--- src/rtl/uart_tx_pkg.sv ---
// Shared UART TX definitions: the line-mux select codes, the frame sequencer states
// and the parity-type encoding. The select codes must match the existing output mux.
package uart_tx_pkg;

  localparam logic [1:0] START_SEL = 2'b00;
  localparam logic [1:0] STOP_SEL  = 2'b01;
  localparam logic [1:0] DATA_SEL  = 2'b10;
  localparam logic [1:0] PAR_SEL   = 2'b11;

  localparam logic EVEN = 1'b0;
  localparam logic ODD  = 1'b1;

  typedef enum logic [2:0] {
    IDLE,
    START,
    DATA,
    PARITY,
    STOP
  } tx_state_t;

  // IDLE and STOP share the line-high select code.
  function automatic logic [1:0] sel_for_state(input tx_state_t s);
    logic [1:0] sel;
    sel = STOP_SEL;
    case (s)
      START:   sel = START_SEL;
      DATA:    sel = DATA_SEL;
      PARITY:  sel = PAR_SEL;
      default: sel = STOP_SEL;
    endcase
    return sel;
  endfunction

endpackage

--- src/rtl/uart_tx_parity_calc.sv ---
// Combinational parity over a DATA_WIDTH word, even or odd; shared with the RX checker.
// Zero latency, no flow control.
module uart_tx_parity_calc
  import uart_tx_pkg::*;
#(
  parameter int DATA_WIDTH = 8
) (
  input  logic [DATA_WIDTH-1:0] data,
  input  logic                  par_typ,
  output logic                  par_bit
);

  always_comb begin
    par_bit = 1'b0;
    case (par_typ)
      EVEN:    par_bit = ^data;
      ODD:     par_bit = ~(^data);
      default: par_bit = 1'b0;
    endcase
  end

endmodule

--- src/rtl/uart_tx_ctrl.sv ---
// UART TX frame sequencer: start, DATA_WIDTH data bits LSB first, optional parity, stop; one bit per bit_tick.
// Outputs registered; busy is the only upstream backpressure, Data_Valid is ignored while it is high.
module uart_tx_ctrl
  import uart_tx_pkg::*;
#(
  parameter int DATA_WIDTH = 8
) (
  input  logic                  CLK,
  input  logic                  RST,
  input  logic [DATA_WIDTH-1:0] P_DATA,
  input  logic                  Data_Valid,
  input  logic                  PAR_EN,
  input  logic                  PAR_TYP,
  input  logic                  bit_tick,
  output logic [1:0]            MUX_sel,
  output logic                  ser_data,
  output logic                  par_bit,
  output logic                  busy
);

  localparam int CNT_W = $clog2(DATA_WIDTH);
  localparam logic [CNT_W-1:0] LAST_BIT = CNT_W'(DATA_WIDTH - 1);

  tx_state_t             state_q, state_nxt;
  logic [DATA_WIDTH-1:0] shift_q, shift_nxt;
  logic [CNT_W-1:0]      bit_cnt_q, bit_cnt_nxt;
  logic                  par_en_q, par_en_nxt;
  logic                  par_bit_q, par_bit_nxt;
  logic                  ser_data_q, ser_data_nxt;
  logic                  busy_q;
  logic [1:0]            mux_sel_q;
  logic                  par_calc;

  uart_tx_parity_calc #(
    .DATA_WIDTH (DATA_WIDTH)
  ) u_parity (
    .data    (P_DATA),
    .par_typ (PAR_TYP),
    .par_bit (par_calc)
  );

  always_comb begin
    state_nxt    = state_q;
    shift_nxt    = shift_q;
    bit_cnt_nxt  = bit_cnt_q;
    par_en_nxt   = par_en_q;
    par_bit_nxt  = par_bit_q;
    ser_data_nxt = ser_data_q;

    case (state_q)
      IDLE: begin
        // bit_tick is deliberately not looked at here, so an acceptance-cycle tick never shortens START.
        if (Data_Valid) begin
          state_nxt   = START;
          shift_nxt   = P_DATA;
          par_en_nxt  = PAR_EN;
          par_bit_nxt = par_calc;
        end
      end
      START: begin
        if (bit_tick) begin
          state_nxt    = DATA;
          bit_cnt_nxt  = '0;
          ser_data_nxt = shift_q[0];
        end
      end
      DATA: begin
        if (bit_tick) begin
          if (bit_cnt_q == LAST_BIT) begin
            state_nxt = par_en_q ? PARITY : STOP;
          end else begin
            shift_nxt    = shift_q >> 1;
            bit_cnt_nxt  = bit_cnt_q + CNT_W'(1);
            ser_data_nxt = shift_q[1];
          end
        end
      end
      PARITY: begin
        if (bit_tick) state_nxt = STOP;
      end
      STOP: begin
        if (bit_tick) state_nxt = IDLE;
      end
      default: state_nxt = IDLE;
    endcase
  end

  // busy and MUX_sel are registered from the next state so they line up with it cycle for cycle.
  always_ff @(posedge CLK) begin
    if (RST) begin
      state_q    <= IDLE;
      shift_q    <= '0;
      bit_cnt_q  <= '0;
      par_en_q   <= 1'b0;
      par_bit_q  <= 1'b0;
      ser_data_q <= 1'b0;
      busy_q     <= 1'b0;
      mux_sel_q  <= STOP_SEL;
    end else begin
      state_q    <= state_nxt;
      shift_q    <= shift_nxt;
      bit_cnt_q  <= bit_cnt_nxt;
      par_en_q   <= par_en_nxt;
      par_bit_q  <= par_bit_nxt;
      ser_data_q <= ser_data_nxt;
      busy_q     <= (state_nxt != IDLE);
      mux_sel_q  <= sel_for_state(state_nxt);
    end
  end

  assign MUX_sel  = mux_sel_q;
  assign ser_data = ser_data_q;
  assign par_bit  = par_bit_q;
  assign busy     = busy_q;

endmodule

--- config.mk ---
export PLATFORM = sky130hd
export DESIGN_NAME = uart_tx_ctrl
export DESIGN_NICKNAME = d
export VERILOG_FILES = /design/src/rtl/uart_tx_pkg.sv /design/src/rtl/uart_tx_parity_calc.sv /design/src/rtl/uart_tx_ctrl.sv
export SDC_FILE = /design/constraint.sdc
export NUM_CORES = 1
export LEC_CHECK = 0
export CORE_MARGIN = 5
export CORE_UTILIZATION = 40
export CTS_CLUSTER_DIAMETER = 60
export CTS_CLUSTER_SIZE = 40
export DETAILED_ROUTE_END_ITERATION = 6
export HOLD_SLACK_MARGIN = 0.08
export PLACE_DENSITY_LB_ADDON = 0.08
export SLEW_MARGIN = 20
export SYNTH_ARGS = -nofsm -noshare
export SYNTH_HDL_FRONTEND = slang
export SYNTH_SLANG_ARGS = --single-unit
--- constraint.sdc ---
create_clock -name CLK -period 1.7 [get_ports CLK]
set_input_delay 0.425 -clock CLK [delete_from_list [all_inputs] [get_ports CLK]]
set_output_delay 0.425 -clock CLK [all_outputs]
set_load 0.02 [all_outputs]
## Word level (Yosys, flattened, before mapping)

Cells that the tools add are included.

| cells by class | value |
|---|---|
| add/subtract/negate cells | 1 |
| eq/ne operators | 12 |
| multiplexer cells | 22 |
| bitwise gates (word level) | 2 |
| reductions and logical operators | 8 |

Operators by type and width:

| cell | number |
|---|---|
| 2-to-1 mux 3 bit | 10 |
| 2-to-1 mux 8 bit | 3 |
| one-hot mux 8 bit (2 select lines) | 1 |
| one-hot mux 3 bit (5 select lines) | 1 |
| equality test 3 x 2 -> 1 bit (second input constant) | 4 |
| inequality test 2 bit (second input constant) | 4 |
| AND reduction 4 bit | 2 |
| parity 8 bit | 1 |
| equality test 3 x 1 -> 1 bit (second input constant) | 2 |
| equality test 3 bit (second input constant) | 2 |
| one-hot mux 2 bit (3 select lines) | 1 |
| one-hot mux 3 bit (2 select lines) | 1 |
| one-hot mux 1 bit (2 select lines) | 2 |
| nonzero test 2 bit | 2 |
| adder 3 x 1 -> 3 bit (second input constant) | 1 |
| logical NOT 3 bit | 1 |
| 2-to-1 mux 1 bit | 3 |
| nonzero test 3 bit | 1 |
| NOT 1 bit | 2 |
| AND reduction 2 bit | 1 |

| storage, ports and cells | value |
|---|---|
| bits in registers | 20 |

## Logic depth before layout (Yosys ltp)

Gate-level depths: netlist (run 1).

| depth | value |
|---|---|
| word-level depth | 6 |
| mapped depth | 7 |

## Hierarchy

Synthesis (run 1) repeated with hierarchy kept, for this count alone.

| unflattened totals | value |
|---|---|
| cell total of the unflattened synthesis | 108 |
| area total of the unflattened synthesis | 1034.7 um^2 |

By module, submodules not included:

| module | times used | cells each | area an instance (um^2) | sequential area each (um^2) |
|---|---|---|---|---|
| uart_tx_ctrl | 1 | 101 | 952.2 | 400.4 |
| uart_tx_parity_calc | 1 | 7 | 82.6 | 0.0 |

## Worst setup path after synthesis (run 1)

OpenSTA, ideal clock, no wires.

| timing path | value |
|---|---|
| kind | register to register |
| start point | reg bit_cnt_q[0] |
| end point | reg shift_q[3] |
| setup time | 0.079 ns |
| data arrival time | 1.625 ns |
| data required time | 1.621 ns |
| slack | -0.005 ns |
| stages on the path, launching flop included | 8 |
| path buffers | 1 |
| clock period less this slack | 1.705 ns |
| cell sequence | dfxtp_1 ha_1 ha_1 nand3b_2 a211oi_4 buf_6 nor2_1 a211oi_2 |

| between the ends | value |
|---|---|
| word-level cells in the longest chain between the ends | 3 |

Ends and longest elaborated chain:

| what | line | text |
|---|---|---|
| from (decl) | uart_tx_ctrl.sv:26 | `logic [CNT_W-1:0] bit_cnt_q, bit_cnt_nxt;` |
| from (signal assigned) | uart_tx_ctrl.sv:102 | `bit_cnt_q <= bit_cnt_nxt;` |
| equality test 3 bit | uart_tx_ctrl.sv:69 | `if (bit_cnt_q == LAST_BIT) begin` |
| inequality test 2 bit (no line) | -- |  |
| AND reduction 4 bit (no line) | -- |  |
| to (signal assigned) | uart_tx_ctrl.sv:101 | `shift_q <= shift_nxt;` |
| to (decl) | uart_tx_ctrl.sv:25 | `logic [DATA_WIDTH-1:0] shift_q, shift_nxt;` |

Every way passes these cells.
A chain may end at the register's enable or synchronous reset.

## Final worst setup path (run 1)

| timing path | value |
|---|---|
| start point | reg mux_sel_q[1], in the netlist MUX_sel[1] |
| end point | out MUX_sel[1] |

RTL lines:

| what | line | text |
|---|---|---|
| from (decl) | uart_tx_ctrl.sv:31 | `logic [1:0] mux_sel_q;` |
| from (signal assigned) | uart_tx_ctrl.sv:107 | `mux_sel_q <= sel_for_state(state_nxt);` |
| to (decl) | uart_tx_ctrl.sv:15 | `output logic [1:0] MUX_sel,` |

No word-level cell between the ends.

==> results by group, run 1 <==
Routing
  • Vias: 916
  • Routed WL: roughly 2300 um
  • Metal1 wirelength: roughly 1100 um
  • Met3 Routed Length: ~100 um
  • Routed WL per cell: approximately 13 um
  • Routed Antenna Nets: 0
  • DRT Pass-1 Iters: 4
  • Met2 wire len: about 1100 um
  • Vias/cell: 5.15
  • Highest Signal Layer: met4
  • Initial drt markers: 70
  • Drc violations: 0

Worst hold path
  • Hold EP: par_en_q
  • Hold Crit Start: par_en_q
  • HP Class: register to register
  • Hold depth: 2

Clock tree
  • Bufs on Longest Clock Path: 2
  • TritonCTS Buffers: 3
  • Clk root buf: clkbuf_4
  • CTS sink cnt: 20
  • Worst-Skew Late Latency: 290 ps
  • Clk slew on worst S/H paths: ~110 ps
  • H-tree levels: 1
  • Post-CTS Hold Buffers: 0
  • CTS tree: built

Timing
  • Final Max Tran Viols: 0
  • Worst Skew: between 5 and 6 ps
  • Final worst path period share: 0.965
  • Tmin final: approximately 1600 ps
  • FMAX: between 600 and 700 MHz
  • Setup violations, final: 0
  • Max-Slew Margin vs Limit: 0.728
  • Worst Hold Margin: 478 ps
  • Final hold violations: 0
  • Slew @ Worst Pin: approximately 410 ps
  • RSZ-0062 raised after global routing: false

Critical path
  • Crit path launch type: register
  • CP endpoint kind: output pin
  • Worst Path Buf+Inv: 1
  • Worst R2R Setup Slack: 70 ps
  • Worst path top cell family by delay: buffers and inverters
  • Critical path, cell by cell: clkdlybuf4s50_1
  • CP max stage delay: 590 ps
  • WP data required: approximately 1300 ps
  • Critical path type: register to output pin
  • FF-to-FF Start: bit_cnt_q[0]
  • CP max stage cell: clkdlybuf4s50_1
  • Critical Path AT: roughly 1200 ps
  • Cells on worst reg2reg path: 8
  • Worst Path Max Fanout: 1
  • RR Endpoint: shift_q[1]

Synthesis
  • Synth Register Bits: 20
  • Syn Inst Count: roughly 110
  • Post-Syn Nets: between 100 and 150
  • Sequential area share after synthesis: 0.359
  • Distinct cell type count after synthesis: 39
  • Yosys warning count: 0
  • Synth Cell Area: 1110 sq um
  • Syn avg cell area: 9.87 sq um

Placed design
  • Placed Area: 1400 sq um
  • Routability Congestion: between 0.8 and 0.9
  • DP HPWL: 1730 um
  • # port buffers: 18

Cells and area
  • Layout cells sized above 1: 0.299
  • Final nets: 164
  • Antenna diodes: 0
  • Design Area, Final: between 1500 and 2000 sq um
  • Area grow syn2layout: 38.7%
  • Fill cells: 246

Global routing
  • Gr usage total: 0.127
  • Largest net degree at the start of global routing: 13
  • Initial antenna violation count: 0
  • Vias in the first global route: 952
  • First-pass GRT wire length: between 4000 and 5000 um
  • Gr ovfl total: 0

Power
  • Tot Pwr: 1.13 mW
  • Peak supply drop: roughly 0.00050 V
  • Leakage: around 0.61 nW
  • PwrDens: between 700 and 800 nW/um^2

Floorplan
  • Core Area: 2710 sq um
  • DIE WIDTH: 62.8 um
  • Number of core rows: 19
  • Die area: 3940 sq um
  • I/O pins: 19
  • Die Y: 62.8 um
  • Initial Util: 0.411

Status
  • Status: complete, no violations

Job
  • Max-Cap Viols: 0
registers in the layout, indices dropped and copies added, names as in the netlist:
register,cells
bit_cnt_q,3
shift_q,8
par_bit,1
MUX_sel,2
busy,1
ser_data,1
state_q,3
par_en_q,1
routing by layer:
| layer | GRT usage | up-vias |
|---|---|---|
| met5 | 0 | - |
| met4 | 0.0398 | 0 |
| met2 | 0.219 | 12 |
| met1 | 0.153 | 427 |
| li1 | - | 475 |
| met3 | 0.0342 | 2 |
report_power, final:
group / internal, mW / switching, mW / leakage, nW
Clock: 0.130 / 0.141 / 0.0210
Combinational: 0.187 / 0.141 / 0.424
Sequential: 0.508 / 0.0277 / 0.166
Total: 0.825 / 0.309 / 0.611
logic make-up (layout without fill, tap and decap cells):
logic type               after synthesis  count (layout)  share of synthesized area
AND/OR/NAND/NOR                       43              43                      0.235
flip-flops                            20              20                      0.359
AO/OA/AOI/OAI                         24              24                      0.185
multiplexers                           9               9                     0.0808
adder cells (fa/ha/maj)                2               2                     0.0224
XOR/XNOR                               6               6                     0.0595
buffers and inverters                  9              43                     0.0584
area by class of cell:
class / count / area [sq um] / share of cell area
timing repair buffer: 38 / 363 / 0.235
tap: 31 / 38.8 / 0.0251
inverter: 1 / 3.75 / 0.00243
multi-input combinational: 84 / 701 / 0.453
sequential: 20 / 404 / 0.261
clock buffer: 4 / 36.3 / 0.0235
timing repair:
| item | CTS | global route |
|---|---|---|
| pin swaps | 1 | 7 |
| setup endpoints to repair | 8 | 13 |
| setup buffers | 5 | 0 |
| gates resized for setup | 9 | 7 |
worst max path at each step:
stage                  from    endpoint  slack (ps)  cells after the start
4_1_cts             par_bit     par_bit         0.4                      1
5_1_grt        bit_cnt_q[0]    ser_data         0.8                      6
3_3_place_gp       bit_tick  MUX_sel[0]        -220                      5
3_5_place_dp       bit_tick  MUX_sel[0]        -290                      5
6_report         MUX_sel[1]  MUX_sel[1]          60                      1
2_1_floorplan  bit_cnt_q[0]  shift_q[3]          30                      7
cells in the final DEF (no fill, tap or decap), types with 3 or more instances in the layout:
cell / n
a21oi_1: 7
a211oi_1: 5
xnor2_1: 3
nand3b_1: 4
buf_4: 17
clkdlybuf4s50_1: 15
nand2b_1: 7
nor2_1: 10
dfxtp_2: 3
a211oi_2: 4
clkbuf_4: 3
dfxtp_1: 17
nand2_1: 5
mux2i_1: 9
worst reg2reg max path, delay by kind of cell, from the launching register on:
family                   cells  cell delay (ps)
buffers and inverters        2              240
AND/OR/NAND/NOR              2              180
AO/OA/AOI/OAI                2              450
flip-flops                   1              350
adder cells (fa/ha/maj)      2              320
cells in the mapped netlist, drive strengths merged:
master,n,share of area
ha,2,0.022
and2b,1,0.0067
nor4,2,0.011
o211ai,1,0.0067
nor3b,1,0.011
a211oi,10,0.097
inv,1,0.0034
or2,2,0.011
xor2,2,0.016
and3b,1,0.0079
mux2i,9,0.081
o22a,1,0.0079
or2b,1,0.0067
nand3,2,0.0090
or3b,1,0.010
nand2b,7,0.039
xnor2,3,0.024
nand3b,5,0.037
clkbuf,2,0.0067
buf,6,0.048
o221ai,1,0.0079
or4b,1,0.0090
a21oi,8,0.046
dfxtp,20,0.36
o21a,1,0.0067
a311oi,1,0.0079
xnor3,1,0.020
a31oi,1,0.0056
nand4bb,1,0.010
nand2,5,0.017
nor2,11,0.039
nor3,2,0.0090
stage by stage:
| stage | setup slack, ps | cells | utilization | setup TNS [ps] |
|---|---|---|---|---|
| floorplan | 28.7 | 113 | - | 0 |
| global placement | -216 | 169 | 0.516 | -2640 |
| detailed placement | -287 | 169 | 0.516 | -3520 |
| CTS | 0.398 | 178 | 0.561 | 0 |
| global route | 0.780 | 178 | 0.571 | 0 |
| finish | 58.9 | 178 | 0.571 | 0 |
Note: power is estimated with default switching activity, not from simulation.
==> inputs of run 2 (changes only) <==
Settings changed: CORE_MARGIN 5 to 4, SKIP_CTS_REPAIR_TIMING set to 1.
==> results by group, run 2 (synthesis results as in run 1) <==
Routing
  • Routed WL per cell: approximately 14 um
  • Vias/cell: roughly 5.4
  • Routed WL: 2350 um
  • Initial drt markers: 23
  • Routed Antenna Nets: 0
  • Vias: approximately 910
  • Drc violations: 0
  • DRT Pass-1 Iters: 4

Critical path
  • CP max stage delay: approximately 600 ps
  • Worst path top cell family by delay: buffers and inverters
  • Critical path, cell by cell: clkdlybuf4s50_1
  • Critical path type: register to output pin
  • Critical Path AT: around 1200 ps
  • Worst R2R Setup Slack: roughly 37 ps
  • CP max stage cell: clkdlybuf4s50_1
  • CP endpoint kind: output pin
  • Crit path launch type: register
  • WP data required: 1270 ps
  • Worst Path Buf+Inv: 1
  • Worst Path Max Fanout: 1

Floorplan
  • Core Area: around 2600 sq um
  • Initial Util: 0.434
  • DIE WIDTH: a little over 60 um
  • Number of core rows: 18
  • I/O pins: 19
  • Die area: about 3700 sq um
  • Die Y: roughly 61 um

Cells and area
  • Fin util: 0.596
  • Largest registers: shift_q (8), bit_cnt_q (3), state_q (3)
  • Antenna diodes: 0
  • Area grow syn2layout: 37.3%
  • Commonest non-fill, non-tap cells in the layout: dfxtp_1, clkdlybuf4s50_1, buf_4
  • Layout cells sized above 1: 0.293
  • Design Area, Final: 1530 sq um
  • Final nets: roughly 160
  • Largest Register: shift_q
  • Largest register FFs: 8
  • Most common cell after layout, fill and taps aside: dfxtp_1

Clock tree
  • H-tree levels: 1
  • Clk root buf: clkbuf_4
  • CTS sink cnt: 20
  • Clk slew on worst S/H paths: approximately 120 ps
  • Bufs on Longest Clock Path: 2
  • CTS tree: built
  • TritonCTS Buffers: 3
  • Worst-Skew Late Latency: roughly 310 ps

Worst hold path
  • HP Class: register to register

Timing
  • Final Max Tran Viols: 0
  • Tmin final: around 1700 ps
  • Setup violations, final: 0
  • RSZ-0062 raised after global routing: true
  • Final worst path period share: 0.978
  • Max-Slew Margin vs Limit: 0.711
  • FMAX: roughly 600 MHz
  • Slew @ Worst Pin: between 400 and 500 ps
  • Final hold violations: 0
  • Worst Skew: roughly 13 ps

Global routing
  • Vias in the first global route: around 850
  • Gr ovfl total: 0
  • Largest net degree at the start of global routing: 16
  • First-pass GRT wire length: about 3800 um
  • Initial antenna violation count: 0
  • Gr usage total: 0.140

Placed design
  • Routability Congestion: approximately 0.8
  • DP HPWL: between 1500 and 2000 um
  • Placed Area: approximately 1400 sq um
  • # port buffers: 18

Power
  • Leakage: 0.609 nW
  • PwrDens: 822 nW/um^2
  • Peak supply drop: 0.000740 V

Status
  • Status: complete, no violations

Job
  • Max-Cap Viols: 0
[run 2: changes by cell type in the layout (fill, tap and decap cells not counted), moves of 2 or more]
cell	change
a211oi_1	-2
a211oi_2	+2
buf_4	-6
dlymetal6s2s_1	+2
nor2_1	-4
nor2_2	+4
[run 2: worst paths after layout]
| check | from | endpoint | depth (start not counted) |
|---|---|---|---|
| setup / recovery | MUX_sel[0] | MUX_sel[0] | 1 |
| hold / removal | shift_q[7] | shift_q[7] | 2 |
| setup reg to reg | bit_cnt_q[1] | shift_q[7] | 7 |
| hold reg to reg | shift_q[7] | shift_q[7] | 2 |
[run 2: through the flow]
stage / setup WS [ps] / total power, mW / TNS (ps) / instances / hold slack (ps)
after floorplan: 28.7 / 0.732 / 0 / 113 / 444
after global placement: -330 / 0.839 / -3100 / 165 / 458
after detailed placement: -309 / 0.842 / -3540 / 165 / 460
after CTS: -51.9 / 1.24 / -316 / 169 / 481
after global routing: -16.9 / 1.33 / -33.4 / 170 / 500
final: 37.0 / 1.26 / 0 / 170 / 479
[run 2: cell type report]
| class | count | area (sq um) |
|---|---|---|
| sequential | 20 | 403 |
| timing repair buffer | 31 | 318 |
| tap | 30 | 37.5 |
| multi-input combinational | 84 | 716 |
| fill | 235 | 1040 |
| inverter | 1 | 3.75 |
| clock buffer | 3 | 22.5 |
| clock inverter | 1 | 30.0 |
[run 2: worst register-to-register path, cell delays in order (launching register included)]
cell	delay (ps)
dfxtp_2	360
ha_4	160
ha_4	160
nand3b_4	150
a211oi_4	360
clkbuf_16	220
nand2b_1	100
a21oi_1	50
[run 2: report_power, final]
part	switching, mW	internal (mW)	total (mW)
clock network	0.157	0.239	0.395
logic	0.144	0.179	0.323
registers	0.0321	0.508	0.540
total	0.332	0.925	1.26
[run 2: per-layer routing]
metal | vias to the layer above | share of wire | track usage | wire length [um]
li1 | 460 | - | - | -
met1 | 430 | 0.52 | 0.198 | 1220
met2 | 16 | 0.43 | 0.200 | 1020
met3 | 5 | 0.027 | 0.0255 | 63
met4 | 0 | 0.022 | 0.0743 | 51
met5 | - | 0 | 0 | 0
==> RTL change 1, RTL diff (settings of run 1) <==
Encoding of `tx_state_t`: now one-hot (5 bits for 5 states).
--- a/src/rtl/uart_tx_pkg.sv
+++ b/src/rtl/uart_tx_pkg.sv
@@ -11,10 +11,10 @@
   localparam logic ODD  = 1'b1;
 
-  typedef enum logic [2:0] {
-    IDLE,
-    START,
-    DATA,
-    PARITY,
-    STOP
+  typedef enum logic [4:0] {
+    IDLE   = 5'b00001,
+    START  = 5'b00010,
+    DATA   = 5'b00100,
+    PARITY = 5'b01000,
+    STOP   = 5'b10000
   } tx_state_t;
 
Behaviour: same outputs for any inputs over 10 cycles, from zero or initial values and one cycle with RST high; not proved beyond that.
==> RTL change 1 against run 1 <==
The flow now finishes with violations (setup timing). Sequential power grew 5.8%. Power grew 9.7%. Largest cell class unchanged. Largest power group unchanged. Area after synthesis rose by 3.7%. Non-clock buffer count increased by 5. Design area grew 7.4%. Sequential cell count rose by 2. Highest routed layer unchanged. Sequential share of layout area is 0.67 points higher. Setup slack lost 0.072 ns. Routed wire length increased by 13%.
==> RTL change 1: results <==
export IMPL_track_usage=0.1259
export IMPL_layout_setup_ws_ns=-0.01272
export IMPL_fin_skew_ns=0.01046
export IMPL_post_cts_buffers=0
export IMPL_synthAdderAreaFrac=0.03247
export IMPL_status="finished with violations"
export IMPL_synthXorXnorAreaFrac=0.07251
export IMPL_reg_largest_list="shift_q x8, state_q x5, bit_cnt_q x3"
export IMPL_gp_congestion=0.8372
export IMPL_grt_pass1_vias=959
export IMPL_cp_arrival_ns=1.94
export IMPL_cts_num_sinks=22
export IMPL_finalSetupTns_ns=-0.02225
export IMPL_p_leak_nw=0.6754
export IMPL_power_switching_w=0.0003003
export IMPL_placed_cell_area_sq_um=1498
export IMPL_nMultiInputCombCells=94
export IMPL_final_core_util=0.6025
export IMPL_synthTopCellsByArea="dfxtp_1, nor2_1, nand2_1"
export IMPL_synth_nets=146
export IMPL_syn_avg_cell_area_sq_um=8.962
export IMPL_clock_latency_ns=0.31
export IMPL_holdWs_ns=0.5018
export IMPL_pre_cts_ws_ns=-0.3547
export IMPL_nets=185
export IMPL_rr_worst_depth=6
export IMPL_crit_path_max_incr_delay_ns=0.43
export IMPL_clk_share=0.03163
export IMPL_synth_compound_area_frac=0.1504
export IMPL_tightest_slew_ns=0.3512
export IMPL_p_seq_frac=0.456
export IMPL_fill_cells=249
export IMPL_min_from="shift_q[3]$_SDFFE_PP0P_"
export IMPL_holdPathEnd="shift_q[3]$_SDFFE_PP0P_"
export IMPL_setup_violations=2
export IMPL_violations="setup timing"
export IMPL_ys_seq_area_frac=0.3810
export IMPL_rr_endpoint="shift_q[0]$_SDFFE_PP0P_"
export IMPL_critPathTopFamily="simple AND/OR/NAND/NOR gates"
export IMPL_irDropWorstVdd_mv=0.7803
export IMPL_regArea_sq_um=445.4
export IMPL_combPwrFrac=0.224
export IMPL_post_drt_wl_per_cell_um=13.19
export IMPL_multi_input_area_share=0.4262
export IMPL_final_nonclk_buf_share=0.2417
export IMPL_ctsResizeCount=6
RTL change 1: worst max-delay path by stage:
stage	startpoint	endpoint	slack (ns)	cells past startpoint
final	state_q[4]$_SDFF_PP0_	shift_q[0]$_SDFFE_PP0P_	-0.01	6
after global routing	state_q[4]$_SDFF_PP0_	shift_q[3]$_SDFFE_PP0P_	-0.07	6
after global placement	bit_tick	shift_q[0]$_SDFFE_PP0P_	-0.24	7
after CTS	state_q[2]$_SDFF_PP0_	shift_q[0]$_SDFFE_PP0P_	0.002	6
after detailed placement	bit_tick	shift_q[5]$_SDFFE_PP0P_	-0.35	7
after floorplan	state_q[1]$_SDFF_PP0_	shift_q[1]$_SDFFE_PP0P_	-0.02	8
RTL change 1: layer usage:
layer | share of wire | GRT usage
met2 | 0.48 | 0.2069
met4 | 0.0050 | 0.02338
met5 | 0 | 0
met3 | 0.046 | 0.04553
met1 | 0.47 | 0.1600
==> RTL change 2, RTL diff (config.mk and constraints of run 1) <==
Without the edit above. `DATA_WIDTH` is set to 8 in 2 places; all go to 4.
--- a/src/rtl/uart_tx_parity_calc.sv
+++ b/src/rtl/uart_tx_parity_calc.sv
@@ -4,5 +4,5 @@
   import uart_tx_pkg::*;
 #(
-  parameter int DATA_WIDTH = 8
+  parameter int DATA_WIDTH = 4
 ) (
   input  logic [DATA_WIDTH-1:0] data,
--- a/src/rtl/uart_tx_ctrl.sv
+++ b/src/rtl/uart_tx_ctrl.sv
@@ -4,5 +4,5 @@
   import uart_tx_pkg::*;
 #(
-  parameter int DATA_WIDTH = 8
+  parameter int DATA_WIDTH = 4
 ) (
   input  logic                  CLK,
Ports: changed (resized P_DATA); port bits go from 19 to 15. No check against the original RTL was run, so the function may have changed too.
==> RTL change 2 against run 1 <==
Maximum frequency up 0.41%. Clock power down 27%. Routed wire length down 31%. Area after synthesis down 30%. Design area down 34%. Largest power group unchanged. Critical endpoint is now par_bit. Power down 30%. Setup slack better by 0.0068 ns. Sequential cell count down 5.
==> RTL change 2: results <==
export IMPL_status="complete, no violations"
export IMPL_drt_iter0_markers=8
export IMPL_route_met2_wl_um=722
export IMPL_ctsResizeCount=0
export IMPL_drive_gt1_frac=0.1731
export IMPL_synthTopCellsByArea="dfxtp_1, mux2i_1, nor2_1"
export IMPL_grt_use_met2=0.2077
export IMPL_via_per_inst=4.985
export IMPL_rr_worst_depth=5
export IMPL_ys_top_cells_by_count="dfxtp_1, nor2_1, mux2i_1"
export IMPL_dpl_hpwl_um=1168
export IMPL_grt_max_degree=14
export IMPL_grt_pass1_wl_um=2711
export IMPL_crit_path_start="par_bit$_SDFFE_PP0P_"
export IMPL_p_leak_nw=0.4319
export IMPL_regArea_sq_um=300.3
export IMPL_clock_latency_ns=0.27
export IMPL_track_usage=0.1324
export IMPL_reg_largest_list="shift_q x4, state_q x3"
export IMPL_holdWs_ns=0.4834
export IMPL_wl_met1_um=808
export IMPL_syn_avg_cell_area_sq_um=9.608
export IMPL_min_from="shift_q[3]$_SDFFE_PP0P_"
export IMPL_layout_setup_ws_ns=0.06562
export IMPL_gp_congestion=0.7838
export IMPL_nets=116
export IMPL_multi_input_area_share=0.4256
export IMPL_placed_cell_area_sq_um=997.2
export IMPL_clk_share=0.02561
export IMPL_clock_buffers=4
export IMPL_pre_cts_ws_ns=-0.1239
export IMPL_io_buffer_count=14
export IMPL_irDropWorstVdd_mv=0.5474
export IMPL_synth_nets=92
export IMPL_grt_util_met3=0.05540
export IMPL_seq_cells=15
export IMPL_cp_max_fo=2
export IMPL_fill_cells=194
export IMPL_grt_pass1_vias=625
export IMPL_n_all_buffers=24
export IMPL_synth_distinct_cells=38
export IMPL_wl_met3_um=66
export IMPL_power_density_nw_per_um2=771.3
export IMPL_n_all_inverters=3
export IMPL_post_cts_buffers=0
export IMPL_final_nonclk_buf_share=0.2122
export IMPL_fin_skew_ns=0.002519
export IMPL_ys_seq_area_frac=0.3859
export IMPL_tightest_slew_ns=0.4937
export IMPL_die_x_um=54.11
export IMPL_drtPass1Iterations=5
-- RTL change 2: where the power goes --
| part | internal (W) | switching [W] | total (W) |
|---|---|---|---|
| Sequential | 0.000378 | 0.0000247 | 0.000403 |
| Clock | 0.0000909 | 0.000106 | 0.000197 |
| Combinational | 0.000110 | 0.0000816 | 0.000192 |
| Total | 0.000579 | 0.000212 | 0.000791 |
-- RTL change 2: logic make-up after synthesis --
kind of cell / after synthesis / synth area share
multiplexers: 8 / 0.1045
buffers and inverters: 8 / 0.05304
AO/OA/AOI/OAI: 21 / 0.1946
XOR/XNOR: 3 / 0.05145
flip-flops: 15 / 0.3859
adder cells (fa/ha/maj): 1 / 0.01607
AND/OR/NAND/NOR: 25 / 0.1945
-- RTL change 2: final timing paths --
| kind | endpoint |
|---|---|
| hold reg to reg | shift_q[3]$_SDFFE_PP0P_ |
| hold / removal | shift_q[3]$_SDFFE_PP0P_ |
| setup reg to reg | MUX_sel[0]$_SDFF_PP1_ |
| setup / recovery | par_bit |
